[config.mk]
export PLATFORM = sky130hd
export DESIGN_NAME = reg_dump
export DESIGN_NICKNAME = d
export VERILOG_FILES = /design/src/rtl/reg_dump.sv
export SDC_FILE = /design/constraint.sdc
export NUM_CORES = 1
export LEC_CHECK = 0
export ABC_CLOCK_PERIOD_IN_PS = 5300
export BUFFER_PORTS_ARGS = -buffer_cell sky130_fd_sc_hd__buf_4
export CAP_MARGIN = 20
export CORE_MARGIN = 5
export CORE_UTILIZATION = 50
export CTS_CLUSTER_SIZE = 16
export DETAILED_ROUTE_END_ITERATION = 10
export GPL_TIMING_DRIVEN = 0
export PLACE_DENSITY_LB_ADDON = 0.05
export SKIP_CTS_REPAIR_TIMING = 1
export SLEW_MARGIN = 10
export SYNTH_ARGS = -nofsm -noshare
export SYNTH_HDL_FRONTEND = slang
export SYNTH_SLANG_ARGS = --single-unit
[constraint.sdc]
create_clock -name clk -period 5.3 [get_ports clk]
set_clock_uncertainty 0.15 [all_clocks]
set_input_delay 1.06 -clock clk [delete_from_list [all_inputs] [get_ports clk]]
set_output_delay 1.06 -clock clk [all_outputs]
set_load 0.1 [all_outputs]
[src/rtl/reg_dump.sv]
// reg_dump: walks register indices FIRST_REG..LAST_REG, reads each from an
// external register file and emits it as a valid/ready word stream.
// Optional trailing XOR checksum word is compiled in with REG_DUMP_CHECKSUM_EN.
module reg_dump #(
    parameter int unsigned FIRST_REG = 0,
    parameter int unsigned LAST_REG  = 31
) (
    input  logic        clk,
    input  logic        reset,
    input  logic        start,
    output logic [4:0]  reg_address,
    input  logic [31:0] data_out,
    output logic [31:0] dump_data,
    output logic [4:0]  dump_addr,
    output logic        dump_valid,
    input  logic        dump_ready,
    output logic        dump_last,
    output logic        busy,
    output logic        done
);

    localparam int unsigned ADDR_W = 5;
    localparam int unsigned DATA_W = 32;

    localparam logic [2:0] S_IDLE = 3'd0;
    localparam logic [2:0] S_READ = 3'd1;
    localparam logic [2:0] S_HOLD = 3'd2;
    localparam logic [2:0] S_CSUM = 3'd3;
    localparam logic [2:0] S_DONE = 3'd4;

    localparam logic [ADDR_W-1:0] LP_FIRST = ADDR_W'(FIRST_REG);
    localparam logic [ADDR_W-1:0] LP_LAST  = ADDR_W'(LAST_REG);

    logic [2:0]        r_state;
    logic [2:0]        w_next_state;
    logic [ADDR_W-1:0] r_ptr;
    logic [ADDR_W-1:0] w_ptr;
    logic [DATA_W-1:0] w_data;
    logic [ADDR_W-1:0] w_addr;
    logic              w_valid;
    logic              w_last;
`ifdef REG_DUMP_CHECKSUM_EN
    logic [DATA_W-1:0] r_csum;
    logic [DATA_W-1:0] w_csum;
`endif

    // Next-state, read address and next output values
    always_comb begin
        w_next_state = r_state;
        w_ptr        = r_ptr;
        w_data       = dump_data;
        w_addr       = dump_addr;
        w_valid      = dump_valid;
        w_last       = dump_last;
        reg_address  = '0;
`ifdef REG_DUMP_CHECKSUM_EN
        w_csum       = r_csum;
`endif
        case (r_state)
            S_IDLE: begin
                if (start) begin
                    w_ptr        = LP_FIRST;
`ifdef REG_DUMP_CHECKSUM_EN
                    w_csum       = '0;
`endif
                    w_next_state = S_READ;
                end
            end
            S_READ: begin
                reg_address  = r_ptr;
                w_data       = data_out;
                w_addr       = r_ptr;
                w_valid      = 1'b1;
`ifdef REG_DUMP_CHECKSUM_EN
                w_last       = 1'b0;
                w_csum       = r_csum ^ data_out;
`else
                w_last       = (r_ptr == LP_LAST);
`endif
                w_next_state = S_HOLD;
            end
            S_HOLD: begin
                if (dump_valid && dump_ready) begin
                    w_valid = 1'b0;
                    if (r_ptr == LP_LAST) begin
`ifdef REG_DUMP_CHECKSUM_EN
                        // Checksum already folds in the final register word
                        w_data       = r_csum;
                        w_addr       = '0;
                        w_valid      = 1'b1;
                        w_last       = 1'b1;
                        w_next_state = S_CSUM;
`else
                        w_next_state = S_DONE;
`endif
                    end else begin
                        w_ptr        = r_ptr + ADDR_W'(1);
                        w_next_state = S_READ;
                    end
                end
            end
            S_CSUM: begin
`ifdef REG_DUMP_CHECKSUM_EN
                if (dump_valid && dump_ready) begin
                    w_valid      = 1'b0;
                    w_next_state = S_DONE;
                end
`else
                w_next_state = S_IDLE;
`endif
            end
            S_DONE: begin
                w_next_state = S_IDLE;
            end
            default: begin
                w_next_state = S_IDLE;
            end
        endcase
    end

    // State, pointer and registered outputs
    always_ff @(posedge clk) begin
        if (reset) begin
            r_state    <= S_IDLE;
            r_ptr      <= '0;
            dump_data  <= '0;
            dump_addr  <= '0;
            dump_valid <= 1'b0;
            dump_last  <= 1'b0;
            busy       <= 1'b0;
            done       <= 1'b0;
`ifdef REG_DUMP_CHECKSUM_EN
            r_csum     <= '0;
`endif
        end else begin
            r_state    <= w_next_state;
            r_ptr      <= w_ptr;
            dump_data  <= w_data;
            dump_addr  <= w_addr;
            dump_valid <= w_valid;
            dump_last  <= w_last;
            busy       <= (w_next_state != S_IDLE);
            done       <= (w_next_state == S_DONE);
`ifdef REG_DUMP_CHECKSUM_EN
            r_csum     <= w_csum;
`endif
        end
    end

endmodule

== Word-level counts from Yosys, hierarchy flattened ==
Cells that the tools add are included.

* Output and inout bits: 46
* Latch bits: 0
* Register bits: 49
* Bits in writable memories: 0
* Bits of input ports: 36
* ROM bits: 0
* Logic and storage cells: 34
* Memories kept: 0

* Muxes and demuxes: 11
* Divide/modulo/power cells: 0
* Shifts and indexed selects: 0
* Reduce and logical (&&, ||, !) cells: 7
* Add/sub/neg operators: 1
* Bitwise logic cells: 0
* Equal/unequal tests: 7
* Magnitude comparators: 0
* Multipliers: 0

{| class="wikitable"
|+ Operator list
! kind !! count
|-
| 2-to-1 mux 5 bit || 4
|-
| one-hot mux 5 bit (2 select lines) || 1
|-
| 2-to-1 mux 3 bit || 3
|-
| one-hot mux 3 bit (3 select lines) || 1
|-
| != test 2 bit, second input constant || 3
|-
| adder 5 x 1 -> 5 bit, second input constant || 1
|-
| equality test 5 bit, second input constant || 1
|-
| AND reduction 4 bit || 1
|-
| nonzero test 2 bit || 2
|-
| equality test 3 x 1 -> 1 bit, second input constant || 1
|-
| equality test 3 x 2 -> 1 bit, second input constant || 1
|-
| equality test 3 bit, second input constant || 1
|-
| logical NOT 3 bit || 1
|-
| nonzero test 3 bit || 1
|-
| one-hot mux 1 bit (2 select lines) || 1
|-
| AND reduction 2 bit || 1
|-
| logical AND 1 bit || 1
|-
| 2-to-1 mux 1 bit || 1
|}

== Longest topological paths before layout ==
* Depth in word-level cells: 5
* Gate-level depth with buffers: 6
* Gate-level depth less buffers: 6

== Worst setup path before layout ==
Ideal clock, no wire load.

* Path kind: register to output
* From: register r_state[0]
* To: output reg_address[0]
* Setup slack: 2.597 ns
* Data required time: 4.090 ns
* Buffers on the path: 1
* Arrival time: 1.493 ns
* Cell stages (with the launch flop): 5
* Cell sequence: dfxtp_1 nor3b_1 buf_2 nand2_1 inv_1

* Cells in the longest elaborated chain, start to end: 2

{| class="wikitable"
|+ Ends and longest elaborated chain
! what !! line !! source
|-
| start, declared || 34 || <nowiki>logic [2:0] r_state;</nowiki>
|-
| start signal, assigned || 136 || <nowiki>r_state <= w_next_state;</nowiki>
|-
| equality test 3 x 1 -> 1 bit || 59 || <nowiki>case (r_state)</nowiki>
|-
| 2-to-1 mux 5 bit || 59 ||
|-
| end, declared || 11 || <nowiki>output logic [4:0] reg_address,</nowiki>
|}

Every way passes these cells.

== Worst setup path after layout ==
* From: register r_state[0]
* To: output reg_address[4]

Same word-level chain as after synthesis.

==> summary.txt <==
CTS Buf Count = 5
H-tree depth = 2
Routability Congestion = 0.7808
Critical path required time = 4090 ps
Mapped Cells = 225
DRC = 0
Gr ovfl total = 0
Area contributors post-synth = dfxtp_1, nand2_1, a21oi_1, nor4b_2, inv_1
Layout Area Growth over Synthesis = 40.25%
Pin count of the biggest net entering global routing = 14
Critical path class = reg -> out
Setup violators final = 0
Yosys top cell area share = 52.34%
P per Cell Area = 306.2 mW/mm^2
Vias/cell = 4.914
Routed WL = 4471 um
CTS root buffer = clkbuf_8
RSZ-0062 raised after global routing = false
Post-DR wirelength/cell = 12.39 um
Max-cap violation count = 0
Vias in the first global route = 1,517
Die ar. = 0.005073 mm^2
Hold Path Class = reg -> reg
Fin cells = 361
Initial antenna violation count = 0
Synth cell types = 31
Worst hold start = dump_data[28]
ANT cells = 0
Final HPWL DP = 3381 um
Slew headroom = 68.18%
Post-synthesis net count = 263
GRT Resource Usage Total = 16.69%
CTS tree = built
Clock latency at the later pin of the worst-skew pair = 290 ps
First-pass GRT wire length = 6982 um
R2R cell count = 6
Top FF cell, synth = dfxtp_1
Hold path cells = 2
Post-synth EDFFs = 0
Tcrit/Tclk final = 55.48%
1st-iter DRT viols = 115
Layout cells sized above 1 = 31.31%
Asr flop ratio synth = 0%
Clk sinks = 49
Row cnt = 22
Leak = 1.180 nW
Final Hold Fails = 0
Min Tclk post-route = 2940 ps
Clock slew at reported path FFs = 80 ps
TNS Setup = 0 ps
Slew Limit Fails = 0
Ports = 82
Pre-antenna DRT Iters = 4
Top-count cell post-synth = nand2_1
Avg Cell Area, Syn = 8.330 um^2
Die Y = 71.23 um
Synth Warn # = 0
Status = completed
Synth Cell Area = 0.001874 mm^2
Clock Path Buffers = 2
Reg2reg start = r_ptr[0]
F_max = 0.3401 GHz
Worst EP arrival = 1730 ps
Most area-hungry cell type in the Yosys netlist = dfxtp_1
Initial Utilization = 51.58%
Placed insts = 354
Port buffer count = 81
Die width = 71.23 um
Most frequent cells after synthesis = nand2_1, dfxtp_1, a21oi_1, inv_1, clkbuf_1
Actual slew at the worst max-slew pin = 477.3 ps
Critical Path Start Type = flip-flop
Sequential fraction of the synthesis area = 52.34%
Core area = 0.003633 mm^2
Antenna-violating nets left = 0
Final net count = 351
Crit end category = primary output
Vias = 1,774
#FFs+latches synth = 49
Critical path fanouts, max = 10
Worst vdd ir = 0.2204 mV
Setup crit start = r_state[0]
final cells by class:
type	instances	area, um^2
Fill cell	329	1005
Inverter	7	26.28
Buffer	15	83.83
Timing Repair Buffer	81	608.1
Sequential cell	49	980.9
Tap cell	48	60.06
Multi-Input combinational cell	154	783.3
Clock buffer	7	86.33
path summary, 6_finish.rpt:
kind                            slack, ps              to
worst min-delay path                  310   dump_data[28]
worst max register to register       3080        r_ptr[3]
worst min register to register        310   dump_data[28]
worst max-delay path                 2360  reg_address[4]
registers in the layout (all words and copies together), names as in the netlist:
| name | cells |
|---|---|
| r_ptr | 5 |
| dump_valid | 1 |
| dump_last | 1 |
| dump_addr | 5 |
| dump_data | 32 |
| done | 1 |
| r_state | 3 |
| busy | 1 |
cell families (layout without fill, tap and decap cells):
logic type                 Yosys count  after routing  synth area share (%)
AOI/OAI and AO/OA                   45             45                 13.08
and+or+nand+nor                    104            104                 25.70
adders and majority gates            2              2                 1.335
muxes                                3              3                 1.669
DFF                                 49             49                 52.34
buffers and inverters               22            110                 5.874
worst max-delay path, cell delays in order (launching register included):
cell,delay [ps]
dfxtp_1,470
nor3b_1,250
buf_2,260
nand2_1,110
inv_1,70
buf_4,280
layer usage:
layer  wire (um)  vias to the layer above  track usage (%)
met1        1952                      804            21.89
met3         302                        5            4.769
met5           0                        -                0
li1            -                      920                -
met2        2178                       45            27.04
met4          38                        0            4.384
placed cells by master, fill, tap and decap left out:
cell type	synthesis	routed
inv_1	7	7
nor3_1	2	2
nor3b_1	2	2
nor2_1	2	2
buf_1	1	1
buf_6	2	2
nand3_1	2	2
mux2i_1	2	2
nand3b_1	2	2
dfxtp_1	49	49
nand4b_1	1	1
and4b_1	1	1
nor4b_1	2	2
clkbuf_8	0	6
ha_1	2	2
buf_4	2	83
a2111oi_0	1	1
nor4_1	1	1
a211o_1	1	1
nand2_1	79	79
nor4b_2	2	2
a311o_1	2	2
clkbuf_1	6	7
buf_2	4	4
nor2b_1	1	1
a211oi_1	1	1
o21ai_0	1	1
a21oi_1	39	39
and3_1	2	2
mux2_2	1	1
or3b_1	2	2
nand2b_1	3	3
where the power goes:
part | total (mW) | switching, mW | internal (mW)
Combinational | 0.200 | 0.147 | 0.0533
Clock | 0.213 | 0.109 | 0.104
Sequential | 0.392 | 0.00876 | 0.383
through the flow:
step / hold WS [ps] / setup slack, ps / utilization, % / area [um^2] / total power [mW]
2_1_floorplan: 305.6 / 2597 / - / 1874 / 0.5461
3_3_place_gp: 292.6 / 2689 / 69.97 / 2542 / 0.6001
3_5_place_dp: 296.8 / 2686 / 69.97 / 2542 / 0.6019
4_1_cts: 307.8 / 2346 / 72.35 / 2629 / 0.8112
5_1_grt: 325.1 / 2209 / 72.35 / 2629 / 0.8376
6_report: 305.0 / 2360 / 72.35 / 2629 / 0.8050
Note: power is estimated with default switching activity, not from simulation.
